## src/rtl/cpu8_pkg.sv

```systemverilog
// cpu8_pkg: opcodes, sequencer states and datapath select encodings for the 8-bit CPU.
package cpu8_pkg;
   localparam logic [3:0] OP_ADD  = 4'b0000;
   localparam logic [3:0] OP_SUB  = 4'b0001;
   localparam logic [3:0] OP_AND  = 4'b0010;
   localparam logic [3:0] OP_NOR  = 4'b0011;
   localparam logic [3:0] OP_LD   = 4'b0100;
   localparam logic [3:0] OP_ST   = 4'b0101;
   localparam logic [3:0] OP_MVRA = 4'b1000;
   localparam logic [3:0] OP_MVAR = 4'b1001;
   localparam logic [3:0] OP_BNE  = 4'b1010;
   localparam logic [3:0] OP_BLTZ = 4'b1011;
   localparam logic [3:0] OP_SHL  = 4'b1100;
   localparam logic [3:0] OP_SHR  = 4'b1101;
   localparam logic [3:0] OP_J    = 4'b1110;
   localparam logic [3:0] OP_JAL  = 4'b1111;

   typedef enum logic [2:0] {S_IDLE, S_FETCH, S_DECODE, S_EXEC, S_MEM, S_WB, S_FAULT} state_t;

   localparam logic [1:0] PC_INC = 2'b00;
   localparam logic [1:0] PC_BR  = 2'b01;
   localparam logic [1:0] PC_JMP = 2'b10;

   localparam logic [1:0] WB_ALU = 2'b00;
   localparam logic [1:0] WB_MEM = 2'b01;
   localparam logic [1:0] WB_RD2 = 2'b10;
   localparam logic [1:0] WB_PC  = 2'b11;

   function automatic logic is_alu(input logic [3:0] op);
      return op inside {OP_ADD, OP_SUB, OP_AND, OP_NOR, OP_SHL, OP_SHR};
   endfunction

   // movs pass through as add; bne compares by subtracting
   function automatic logic [3:0] alu_ctl(input logic [3:0] op);
      return (is_alu(op) || op == OP_LD || op == OP_ST || op == OP_BLTZ) ? op :
             (op == OP_BNE) ? OP_SUB : OP_ADD;
   endfunction
endpackage

```

## src/rtl/seq_wait_timer.sv

```systemverilog
// seq_wait_timer: counts stalled memory request cycles; flags the cycle that exhausts TIMEOUT.
module seq_wait_timer #(
   parameter int TIMEOUT = 16
) (
   input  logic clk,
   input  logic reset,
   input  logic i_inc,
   input  logic i_clr,
   output logic o_expired
);
   localparam int W = $clog2(TIMEOUT + 1);
   logic [W-1:0] r_cnt;
   always_ff @(posedge clk or posedge reset)
      if (reset) r_cnt <= '0;
      else if (i_clr) r_cnt <= '0;
      else if (i_inc) r_cnt <= r_cnt + 1'b1;
   assign o_expired = i_inc && (r_cnt == W'(TIMEOUT - 1));
endmodule

```

## src/rtl/multicycle_sequencer.sv

```systemverilog
// multicycle_sequencer: fetch/decode/exec/mem/wb control FSM for the 8-bit accumulator CPU.
module multicycle_sequencer
   import cpu8_pkg::*;
#(
   parameter int TIMEOUT = 16
) (
   input  logic       clk,
   input  logic       reset,
   output logic       mem_req,
   output logic       mem_we,
   output logic       addr_sel,
   input  logic       mem_ready,
   input  logic [7:0] mem_rdata,
   input  logic       alu_zero,
   input  logic       alu_neg,
   output logic [1:0] reg_addr1,
   output logic [1:0] reg_addr2,
   output logic [3:0] alu_control,
   output logic       rf_we,
   output logic [1:0] rf_waddr,
   output logic [1:0] wb_src,
   output logic       pc_we,
   output logic [1:0] pc_src,
   output logic       retire,
   output logic       fault
);
   state_t     r_state, w_next;
   logic [7:0] r_ir;
   logic [3:0] w_op;
   logic       w_expired;

   assign w_op      = r_ir[7:4];
   assign reg_addr1 = r_ir[3:2];
   assign reg_addr2 = r_ir[1:0];
   assign fault     = (r_state == S_FAULT);

   seq_wait_timer #(.TIMEOUT(TIMEOUT)) u_timer (
      .clk       (clk),
      .reset     (reset),
      .i_inc     (mem_req & ~mem_ready),
      .i_clr     (mem_req & mem_ready),
      .o_expired (w_expired)
   );

   always_ff @(posedge clk or posedge reset)
      if (reset) begin
         r_state <= S_IDLE;
         r_ir    <= '0;
      end else begin
         r_state <= w_next;
         if (r_state == S_FETCH && mem_ready) r_ir <= mem_rdata;
      end

   always_comb begin
      w_next      = r_state;
      mem_req     = 1'b0;
      mem_we      = 1'b0;
      addr_sel    = 1'b0;
      alu_control = 4'b0000;
      rf_we       = 1'b0;
      rf_waddr    = 2'b00;
      wb_src      = WB_ALU;
      pc_we       = 1'b0;
      pc_src      = PC_INC;
      retire      = 1'b0;
      case (r_state)
         S_IDLE:   w_next = S_FETCH;
         S_FETCH: begin
            mem_req = 1'b1;
            pc_we   = mem_ready;
            w_next  = mem_ready ? S_DECODE : w_expired ? S_FAULT : S_FETCH;
         end
         S_DECODE: w_next = S_EXEC;
         S_EXEC: begin
            alu_control = alu_ctl(w_op);
            w_next = (is_alu(w_op) || w_op == OP_MVRA || w_op == OP_MVAR) ? S_WB :
                     (w_op == OP_LD || w_op == OP_ST) ? S_MEM : S_FETCH;
            retire = (w_next == S_FETCH);
            pc_we  = (w_op == OP_BNE && !alu_zero) || (w_op == OP_BLTZ && alu_neg) ||
                     w_op == OP_J || w_op == OP_JAL;
            pc_src = !pc_we ? PC_INC : (w_op[3:1] == 3'b111) ? PC_JMP : PC_BR;
            // jal links the already-incremented PC in the same cycle as the jump
            rf_we    = (w_op == OP_JAL);
            rf_waddr = (w_op == OP_JAL) ? 2'b11 : 2'b00;
            wb_src   = (w_op == OP_JAL) ? WB_PC : WB_ALU;
         end
         S_MEM: begin
            alu_control = alu_ctl(w_op);
            mem_req     = 1'b1;
            addr_sel    = 1'b1;
            mem_we      = (w_op == OP_ST);
            retire      = mem_ready && (w_op == OP_ST);
            w_next      = !mem_ready ? (w_expired ? S_FAULT : S_MEM) :
                          (w_op == OP_ST) ? S_FETCH : S_WB;
         end
         S_WB: begin
            alu_control = alu_ctl(w_op);
            rf_we       = 1'b1;
            retire      = 1'b1;
            rf_waddr    = (w_op == OP_MVRA) ? 2'b00 : (w_op == OP_MVAR) ? r_ir[1:0] : r_ir[3:2];
            wb_src      = (w_op == OP_LD) ? WB_MEM : (w_op == OP_MVRA) ? WB_RD2 : WB_ALU;
            w_next      = S_FETCH;
         end
         S_FAULT:  w_next = S_FAULT;
         default:  w_next = S_IDLE;
      endcase
   end
endmodule

```

## config.mk

```make
export PLATFORM = sky130hd
export DESIGN_NAME = multicycle_sequencer
export DESIGN_NICKNAME = d
export VERILOG_FILES = /design/src/rtl/cpu8_pkg.sv /design/src/rtl/seq_wait_timer.sv /design/src/rtl/multicycle_sequencer.sv
export SDC_FILE = /design/constraint.sdc
export NUM_CORES = 1
export LEC_CHECK = 0
export BUFFER_PORTS_ARGS = -buffer_cell sky130_fd_sc_hd__buf_2
export CELL_PAD_IN_SITES_DETAIL_PLACEMENT = 2
export CELL_PAD_IN_SITES_GLOBAL_PLACEMENT = 2
export CORE_MARGIN = 4
export CORE_UTILIZATION = 33
export DETAILED_ROUTE_END_ITERATION = 10
export PLACE_DENSITY_LB_ADDON = 0.15
export SKIP_CTS_REPAIR_TIMING = 1
export SYNTH_ARGS = -nofsm -noshare
export SYNTH_HDL_FRONTEND = slang
export SYNTH_HIERARCHICAL = 1
export SYNTH_SLANG_ARGS = --single-unit
```

## constraint.sdc

```tcl
create_clock -name clk -period 4.9 [get_ports clk]
set_input_delay 0.735 -clock clk [delete_from_list [all_inputs] [get_ports clk]]
set_output_delay 0.735 -clock clk [all_outputs]
set_load 0.05 [all_outputs]
```

==> results.sh, run 1 <==
export IMPL_power_density_mw_per_mm2=676
export IMPL_path_class="register to primary output"
export IMPL_root_buffer="clkbuf_4"
export IMPL_rsz0062_at_grt="no"
export IMPL_outcome="completed"
export IMPL_n_fill_cell=405
export IMPL_final_hold_viol_count=0
export IMPL_final_nets=161
export IMPL_place_gp_congestion=0.659
export IMPL_synth_edf_count=0
export IMPL_grtUsageTotal=0.141
export IMPL_cts_tree="done"
export IMPL_vias=979
export IMPL_layout_common_cells="33 x buf_2, 16 x dfrtp_1, 12 x nor2_1, 6 x mux2_2"
export IMPL_syn_area_per_cell_um2=9.71
export IMPL_async_reset_ff_frac=1.00
export IMPL_finalCritPeriodShare=0.549
export IMPL_postRouteAntennaNets=0
export IMPL_core_area_mm2=0.00336
export IMPL_arrival_ns=1.96
export IMPL_ir_drop_mv=0.288
export IMPL_dieHeight_um=67.4
export IMPL_p_leak_nw=0.628
export IMPL_layout_commonest_cell="buf_2"
export IMPL_grt_pass1_wl_um=4920
export IMPL_crit_required_ns=4.16
export IMPL_post_route_drc_count=0
export IMPL_synthDistinctLibCells=46
export IMPL_synth_cells=120
export IMPL_die_x_um=67.4
export IMPL_fin_ws_ns=2.21
export IMPL_synth_fp_nets=135
export IMPL_syn2layout_area_growth_pct=13.2
export IMPL_clock_skew_ns=0.00422
export IMPL_tns_ns=0
export IMPL_hold_class="input pin to async pin"
export IMPL_critPathMaxFanout=14
export IMPL_yosys_warnings=6
export IMPL_min_period_ns=2.69
export IMPL_setup_viol_count_final=0
export IMPL_netlist_area_mm2=0.00116
export IMPL_slowest_stage="dfrtp_1"
export IMPL_crit_family="simple AND/OR/NAND/NOR gates"
export IMPL_port_buffers=33
export IMPL_antenna_found_initial=0
export IMPL_yosys_most_used_dff="dfrtp_1"
export IMPL_report_final_slew_viol_count=0
export IMPL_synth_seq_cells=16
export IMPL_fmax_ghz=0.372
export IMPL_path_buf_inv=1
export IMPL_drt_first_pass_iters=4
export IMPL_drive_gt1_frac=0.340
export IMPL_worstMarginPinSlew_ns=0.436
export IMPL_grt_pass1_vias=1013
export IMPL_startpoint_type="register"
export IMPL_numCtsBuffers=3
export IMPL_die_area_mm2=0.00454
export IMPL_rows=21
export IMPL_relSlewSlack=0.709
export IMPL_maxCapViolCount=0
export IMPL_clk_latency_ns=0.28
export IMPL_grt_ovfl_total=0
export IMPL_dp_slack_ns=2.53
export IMPL_grt_max_degree=16
export IMPL_cts_buffer_depth=2
export IMPL_ios=34
export IMPL_drt_initial_drc_count=55
export IMPL_routed_wl_um=2910
export IMPL_hpwl_um=2320
export IMPL_cts_htree_levels=1
export IMPL_power_total_mw=0.891
export IMPL_slowest_delay_ns=0.60
export IMPL_path_clk_slew_ns=0.09
export IMPL_diodes=0
export IMPL_wl_per_cell_um=15.3
export IMPL_setup_worst_path_end_class="primary output"
export IMPL_cp_cell_sequence="nand4b_1 -> or2_1 -> o41ai_1 -> buf_2"
export IMPL_initial_core_util=0.346
export IMPL_clock_sinks=16
export IMPL_seq_area_frac_synth=0.344
export IMPL_viasPerCell=5.15
-- per-stage QoR --
step | util | instances | instance area (um2) | hold slack [ns]
2_1_floorplan | - | 120 | 1160 | 0.496
3_3_place_gp | 0.385 | 187 | 1300 | 0.518
3_5_place_dp | 0.385 | 187 | 1300 | 0.521
4_1_cts | 0.392 | 190 | 1320 | 0.352
5_1_grt | 0.392 | 190 | 1320 | 0.352
6_report | 0.392 | 190 | 1320 | 0.355
-- final timing paths --
kind	start	endpoint	slack [ns]	cells after the start
max	r_state[1]$_DFF_PP0_	wb_src[1]	2.21	4
min	reset	u_timer/r_cnt[0]$_DFFE_PP0P_	0.36	2
max reg2reg	r_state[0]$_DFF_PP0_	r_state[1]$_DFF_PP0_	2.75	7
min reg2reg	r_ir[3]$_DFFE_PP0P_	r_ir[3]$_DFFE_PP0P_	0.55	1
max in group asynchronous	reset	r_ir[5]$_DFFE_PP0P_	4.16	2
min in group clk	r_ir[3]$_DFFE_PP0P_	r_ir[3]$_DFFE_PP0P_	0.55	1
-- cell type report --
class	instances	area (um2)	share of cell area
multi-input combinational	87	654	0.496
tap	46	57.6	0.0436
clock buffer	3	22.5	0.0171
sequential	16	400	0.304
inverter	5	18.8	0.0142
timing repair buffer	33	165	0.125
-- cell families (layout without fill, tap and decap cells) --
group | Yosys count | in the layout | share of synthesized area
AO/OA/AOI/OAI | 26 | 26 | 0.159
XOR/XNOR | 1 | 1 | 0.00752
adder cells (fa/ha/maj) | 2 | 2 | 0.0215
buffers and inverters | 17 | 41 | 0.0945
flip-flops | 16 | 16 | 0.344
multiplexers | 10 | 10 | 0.0988
AND/OR/NAND/NOR | 48 | 48 | 0.275
-- flip-flops by register name, summed over array words and instances (netlist names) --
| name | flops |
|---|---|
| r_state | 3 |
| u_timer/r_cnt | 5 |
| r_ir | 8 |
-- layer usage --
| layer | global-route usage | share of wire | vias up |
|---|---|---|---|
| li1 | - | - | 477 |
| met3 | 0.0166 | 0.042 | 2 |
| met1 | 0.188 | 0.45 | 479 |
| met5 | 0 | 0 | - |
| met2 | 0.240 | 0.50 | 21 |
| met4 | 0.0380 | 0.0048 | 0 |
-- report_power, final --
group          internal, mW  switching (mW)  total, mW
combinational         0.178           0.343      0.521
sequential            0.188           0.116      0.304
clock                0.0284          0.0379     0.0664
total                 0.394           0.497      0.891
-- synthesized netlist by cell type, types with 2 or more instances --
cell       n  area, um2
o21ai_0    3       15.0
dfrtp_1   16        400
a311o_1    2       20.0
and2_1     2       12.5
o32ai_1    2       17.5
buf_6      3       33.8
mux2_2     6       67.6
buf_4      5       37.5
mux2_1     2       22.5
inv_1      5       18.8
a21boi_1   2       15.0
nor2_1    12       45.0
ha_1       2       25.0
nand2_1    3       11.3
nand2b_1   5       31.3
buf_2      4       20.0
a211oi_1   2       15.0
nor2b_1    5       31.3
a21oi_1    5       25.0
nor3_1     5       25.0
o22ai_1    3       18.8
nor3b_1    2       15.0
No activity file was read; power rests on OpenSTA's default activity.
==> run 2: changes to the inputs <==
ABC_AREA = 1   (was unset)
CORE_UTILIZATION = 24   (was 33)
clock period = 2.2 ns   (was 4.9 ns; I/O delays follow)
==> results.sh, run 2 <==
export IMPL_grt_pass1_vias=1298
export IMPL_startpoint_type="register"
export IMPL_syn2layout_area_growth_pct=22.1
export IMPL_dieHeight_um=75.9
export IMPL_hpwl_um=2900
export IMPL_port_buffers=33
export IMPL_synth_cells=163
export IMPL_violations="hold timing"
export IMPL_arrival_ns=1.71
export IMPL_synthDistinctLibCells=25
export IMPL_vias=1150
export IMPL_grt_pass1_wl_um=5950
export IMPL_netlist_area_mm2=0.00110
export IMPL_final_hold_viol_count=5
export IMPL_cts_tree="done"
export IMPL_clock_skew_ns=0.000904
export IMPL_ir_drop_mv=0.597
export IMPL_synth_most_common_cell="nand2_1"
export IMPL_timing_hold_ws_ns=-0.0183
export IMPL_final_nets=211
export IMPL_die_area_mm2=0.00575
export IMPL_cts_htree_levels=1
export IMPL_drt_initial_drc_count=38
export IMPL_clock_sinks=16
export IMPL_power_density_mw_per_mm2=1440
export IMPL_min_period_ns=2.04
export IMPL_postRouteAntennaNets=0
export IMPL_setup_worst_path_end_class="primary output"
export IMPL_post_route_drc_count=0
export IMPL_yosys_most_used_dff="dfrtp_1"
export IMPL_largest_reg_flops=8
export IMPL_worstMarginPinSlew_ns=0.504
export IMPL_fin_ws_ns=0.162
export IMPL_outcome="complete, but fails checks"
export IMPL_root_buffer="clkbuf_8"
export IMPL_slowest_delay_ns=0.44
export IMPL_initial_core_util=0.250
export IMPL_routed_wl_um=3490
export IMPL_ios=34
export IMPL_tns_ns=0
export IMPL_finalCritPeriodShare=0.927
export IMPL_path_clk_slew_ns=0.07
export IMPL_maxCapViolCount=0
export IMPL_reg_top3="r_ir: 8 flops, u_timer/r_cnt: 5 flops, r_state: 3 flops"
export IMPL_diodes=0
export IMPL_layout_commonest_cell="nand2_1"
export IMPL_die_x_um=75.9
export IMPL_path_class="register to primary output"
export IMPL_core_area_mm2=0.00441
export IMPL_fmax_ghz=0.491
export IMPL_synth_top_area_cell="dfrtp_1"
export IMPL_viasPerCell=4.67
export IMPL_seq_area_frac_synth=0.362
export IMPL_dp_slack_ns=0.322
export IMPL_report_final_slew_viol_count=0
export IMPL_critPathMostFrequentCell="nand3_1"
export IMPL_cp_cell_sequence="inv_1 -> nand3_1 -> a21oi_1 -> nand3_1 -> nand2_1 -> buf_2"
export IMPL_synthTopCellsByArea="dfrtp_1 36%, nand2_1 17%, inv_1 6.8%, nand3_1 5.9%, o21ai_0 5.9%"
export IMPL_relSlewSlack=0.664
export IMPL_p_leak_nw=0.726
export IMPL_regMostFlops="r_ir"
export IMPL_async_reset_ff_frac=1.00
export IMPL_grtUsageTotal=0.136
export IMPL_hold_class="input pin to async pin"
export IMPL_cts_buffer_depth=2
export IMPL_setup_viol_count_final=0
export IMPL_synth_seq_cells=16
export IMPL_grt_max_degree=17
export IMPL_rows=24
export IMPL_syn_area_per_cell_um2=6.78
export IMPL_layout_common_cells="49 x nand2_1, 33 x buf_2, 20 x inv_1, 16 x nor2_1, 16 x dfrtp_1"
export IMPL_drt_first_pass_iters=4
export IMPL_synth_fp_nets=178
export IMPL_synth_edf_count=0
export IMPL_antenna_found_initial=0
export IMPL_yosys_warnings=6
export IMPL_clk_latency_ns=0.25
export IMPL_drive_gt1_frac=0.263
export IMPL_crit_required_ns=1.87
export IMPL_grt_ovfl_total=0
export IMPL_critPathMaxFanout=6
export IMPL_wl_per_cell_um=14.2
export IMPL_numCtsBuffers=3
export IMPL_synth_top_cell_area_share=0.362
export IMPL_synth_common_cells="50 x nand2_1, 20 x inv_1, 17 x nor2_1"
export IMPL_rsz0062_at_grt="no"
export IMPL_slowest_stage="dfrtp_1"
export IMPL_place_gp_congestion=0.905
-- run 2: cell count changes in the layout (fill, tap and decap cells not counted), moves of 4 or more --
cell / before / now
inv_1: 5 / 20
mux2_2: 6 / 0
nand2_1: 3 / 49
nand2b_1: 5 / 0
nand3_1: 1 / 13
nor2_1: 12 / 16
nor2_2: 0 / 4
nor2b_1: 5 / 0
o21ai_0: 3 / 13
-- run 2: worst paths after layout --
kind | from | to | slack [ns] | depth (start not counted)
min | reset | u_timer/r_cnt[3]$_DFFE_PP0P_ | -0.02 | 2
max reg2reg | r_state[2]$_DFF_PP0_ | r_state[2]$_DFF_PP0_ | 0.39 | 10
min in group clk | mem_rdata[3] | r_ir[3]$_DFFE_PP0P_ | 0.28 | 3
max | r_state[1]$_DFF_PP0_ | rf_waddr[1] | 0.16 | 6
max in group asynchronous | reset | r_state[0]$_DFF_PP0_ | 1.76 | 2
min reg2reg | u_timer/r_cnt[4]$_DFFE_PP0P_ | u_timer/r_cnt[4]$_DFFE_PP0P_ | 0.50 | 2
-- run 2: report_power, final --
part | internal, mW | switching [mW]
clock | 0.122 | 0.108
combinational | 0.288 | 0.880
sequential | 0.414 | 0.135
-- run 2: routing by layer --
| layer | track usage | part of all wire | vias to the layer above |
|---|---|---|---|
| met5 | 0 | 0 | - |
| met1 | 0.164 | 0.45 | 548 |
| met2 | 0.246 | 0.50 | 20 |
| li1 | - | - | 580 |
| met3 | 0.0330 | 0.048 | 2 |
| met4 | 0.0252 | 0.0049 | 0 |
-- run 2: area by class of cell --
cell class | instances | area, um2
tap | 52 | 65.1
timing repair buffer | 34 | 173
clock buffer | 3 | 41.3
fill | 547 | 3070
sequential | 16 | 400
inverter | 22 | 82.6
multi-input combinational | 119 | 587
-- run 2: stage by stage --
| step | hold WS [ns] | power (mW) | util | area [um2] | cells |
|---|---|---|---|---|---|
| 6_report | -0.0183 | 1.95 | 0.306 | 1350 | 246 |
| 5_1_grt | 0.00900 | 2.14 | 0.306 | 1350 | 246 |
| 4_1_cts | -0.0129 | 1.98 | 0.305 | 1350 | 246 |
| 3_5_place_dp | 0.262 | 1.74 | 0.296 | 1310 | 243 |
| 2_1_floorplan | 0.109 | 1.50 | - | 1110 | 163 |
| 3_3_place_gp | 0.248 | 1.72 | 0.296 | 1310 | 243 |
-- run 2: kinds of logic (layout without fill, tap and decap cells) --
kind of cell	count (synthesis)	after routing	synth area share
AO/OA/AOI/OAI	23	23	0.112
buffers and inverters	28	59	0.117
flip-flops	16	16	0.362
AND/OR/NAND/NOR	94	94	0.386
adder cells (fa/ha/maj)	2	2	0.0226
-- run 2: critical path: cells and delay by family, from the launching register on --
family | cells | cell delay (ns)
and+or+nand+nor | 3 | 0.39
DFF | 1 | 0.44
AOI/OAI and AO/OA | 1 | 0.23
buffers and inverters | 2 | 0.40
==> run 3: changes to the inputs <==
SLEW_MARGIN = 40   (was unset)
SYNTH_HIERARCHICAL = unset   (was 1)
==> results.sh, run 3 <==
export IMPL_grtUsageTotal=0.130
export IMPL_setup_viol_count_final=0
export IMPL_viasPerCell=4.74
export IMPL_vias=1147
export IMPL_p_leak_nw=0.770
export IMPL_wl_per_cell_um=14.8
export IMPL_finalCritPeriodShare=0.926
export IMPL_fmax_ghz=0.491
export IMPL_cts_htree_levels=1
export IMPL_synth_fp_nets=174
export IMPL_synth_top_cell_area_share=0.360
export IMPL_die_area_mm2=0.00578
export IMPL_layout_commonest_cell="nand2_1"
export IMPL_report_final_slew_viol_count=0
export IMPL_synthMuxAreaShare=0
export IMPL_numCtsBuffers=3
export IMPL_largest_reg_flops=8
export IMPL_n_fill_cell=539
export IMPL_worstMarginPinSlew_ns=0.694
export IMPL_synth_common_cells="38 x nand2_1, 23 x inv_1, 21 x nand3_1"
export IMPL_syn_area_per_cell_um2=6.99
export IMPL_synth_top_family_by_area="simple AND/OR/NAND/NOR gates"
export IMPL_rows=24
export IMPL_synthAdderAreaFrac=0.0225
export IMPL_min_period_ns=2.04
export IMPL_crit_required_ns=1.87
export IMPL_synth_top_area_cell="dfrtp_1"
export IMPL_relSlewSlack=0.537
export IMPL_clock_sinks=16
export IMPL_clk_latency_ns=0.26
export IMPL_ir_drop_mv=0.747
export IMPL_async_reset_ff_frac=1.00
export IMPL_synth_edf_count=0
export IMPL_outcome="completed"
export IMPL_syn2layout_area_growth_pct=22.2
export IMPL_synth_simple_area_share=0.370
export IMPL_grt_ovfl_total=0
export IMPL_path_clk_slew_ns=0.08
export IMPL_regMostFlops="r_ir"
export IMPL_power_density_mw_per_mm2=1660
export IMPL_seq_area_frac_synth=0.360
export IMPL_hpwl_um=2870
export IMPL_yosys_most_used_dff="dfrtp_1"
export IMPL_synth_most_common_cell="nand2_1"
export IMPL_grt_pass1_wl_um=6280
export IMPL_ios=34
export IMPL_critPathLaunch="r_state[2]$_DFF_PP0_"
export IMPL_grt_pass1_vias=1261
export IMPL_die_x_um=76.0
export IMPL_final_nets=206
export IMPL_antenna_found_initial=0
export IMPL_synth_compound_area_frac=0.110
export IMPL_path_class="register to primary output"
export IMPL_clock_skew_ns=0.00295
export IMPL_synth_cells=159
export IMPL_critPathMaxFanout=5
export IMPL_initial_core_util=0.252
export IMPL_synthDistinctLibCells=22
export IMPL_maxCapViolCount=0
export IMPL_cts_buffer_depth=2
export IMPL_core_area_mm2=0.00441
export IMPL_synthTopCellsByArea="dfrtp_1 36%, nand2_1 13%, nand3_1 9.5%, inv_1 7.8%, a21oi_2 6.3%"
export IMPL_post_route_drc_count=0
export IMPL_synth_xor_xnor_area_share=0.00788
export IMPL_grt_max_degree=18
export IMPL_drt_initial_drc_count=26
export IMPL_port_buffers=33
export IMPL_place_gp_congestion=0.723
export IMPL_dieHeight_um=76.0
export IMPL_fin_ws_ns=0.163
export IMPL_postRouteAntennaNets=0
export IMPL_synth_seq_cells=16
export IMPL_layoutNonFillerInstCount=242
export IMPL_timing_rr_start="u_timer.r_cnt[0]$_DFFE_PP0P_"
export IMPL_drive_gt1_frac=0.289
export IMPL_tns_ns=0
export IMPL_diodes=0
export IMPL_reg_top3="r_ir: 8 flops, u_timer.r_cnt: 5 flops, r_state: 3 flops"
export IMPL_setup_worst_path_end_class="primary output"
export IMPL_routed_wl_um=3590
export IMPL_root_buffer="clkbuf_8"
export IMPL_yosys_warnings=0
export IMPL_arrival_ns=1.71
export IMPL_rsz0062_at_grt="no"
export IMPL_dp_slack_ns=0.439
export IMPL_cts_tree="done"
export IMPL_drt_first_pass_iters=4
export IMPL_hold_class="input pin to async pin"
export IMPL_netlist_area_mm2=0.00111
export IMPL_startpoint_type="register"
export IMPL_final_hold_viol_count=0
export IMPL_dp_cells=238
export IMPL_layout_common_cells="38 x nand2_1, 31 x buf_2, 23 x inv_1, 21 x nand3_1"
==> run 3: changes by cell type in the layout (fill, tap and decap cells not counted), moves of 3 or more <==
cell,change
inv_1,+3
nand2_1,-11
nand3_1,+8
o21ai_0,-9
a21oi_2,+7
==> run 3: layout make-up <==
type / count / area [um2] / share of cell area
Inverter: 25 / 93.8 / 0.0691
Sequential cell: 16 / 400 / 0.295
Timing Repair Buffer: 33 / 170 / 0.125
Tap cell: 52 / 65.1 / 0.0479
Clock buffer: 4 / 55.1 / 0.0406
Multi-Input combinational cell: 112 / 573 / 0.422
==> run 3: power by group <==
| part | switching [mW] | total [mW] | internal, mW | leakage [nW] |
|---|---|---|---|---|
| Sequential | 0.151 | 0.566 | 0.416 | 0.192 |
| Clock | 0.123 | 0.282 | 0.159 | 0.0288 |
| Combinational | 1.06 | 1.40 | 0.341 | 0.550 |
| Total | 1.33 | 2.25 | 0.916 | 0.770 |
==> run 3: metrics by stage <==
stage	hold WS, ns	util	area (um2)	power [mW]
after floorplan	0.244	-	1110	1.70
after global routing	0.227	0.308	1360	2.45
after detailed placement	0.482	0.293	1290	1.98
final	0.166	0.308	1360	2.25
after CTS	0.203	0.306	1350	2.28
after global placement	0.470	0.293	1290	1.95
==> run 3: worst paths after layout <==
| path | to | slack, ns | cells after the start |
|---|---|---|---|
| setup / recovery | rf_waddr[0] | 0.16 | 6 |
| hold / removal | u_timer.r_cnt[2]$_DFFE_PP0P_ | 0.17 | 2 |
| setup reg to reg | r_state[1]$_DFF_PP0_ | 0.74 | 8 |
| hold reg to reg | u_timer.r_cnt[4]$_DFFE_PP0P_ | 0.50 | 2 |
| max in group asynchronous | u_timer.r_cnt[0]$_DFFE_PP0P_ | 1.59 | 2 |
| min in group clk | r_ir[6]$_DFFE_PP0P_ | 0.31 | 3 |
==> run 3: cell families (layout without fill, tap and decap cells) <==
family / count (synthesis) / after routing
fa+ha+maj: 2 / 2
simple gates: 91 / 91
buf+inv: 31 / 62
flops: 16 / 16
xor+xnor: 1 / 1
compound gates: 18 / 18
==> run 3: worst max-delay path, cell delays in order, from the launching register on <==
cell and delay (ns):
dfrtp_1 0.44, inv_2 0.12, nand3_1 0.18, nor2_2 0.20, nand2_1 0.14, nand2_1 0.11, buf_2 0.26
==> run 3: metal layers <==
metal  routed length, um  vias up  GRT usage
li1                    -      561          -
met1                1570      563      0.158
met2                1860       21      0.228
met3                 138        2     0.0355
met4                  14        0     0.0267
met5                   0        -          0
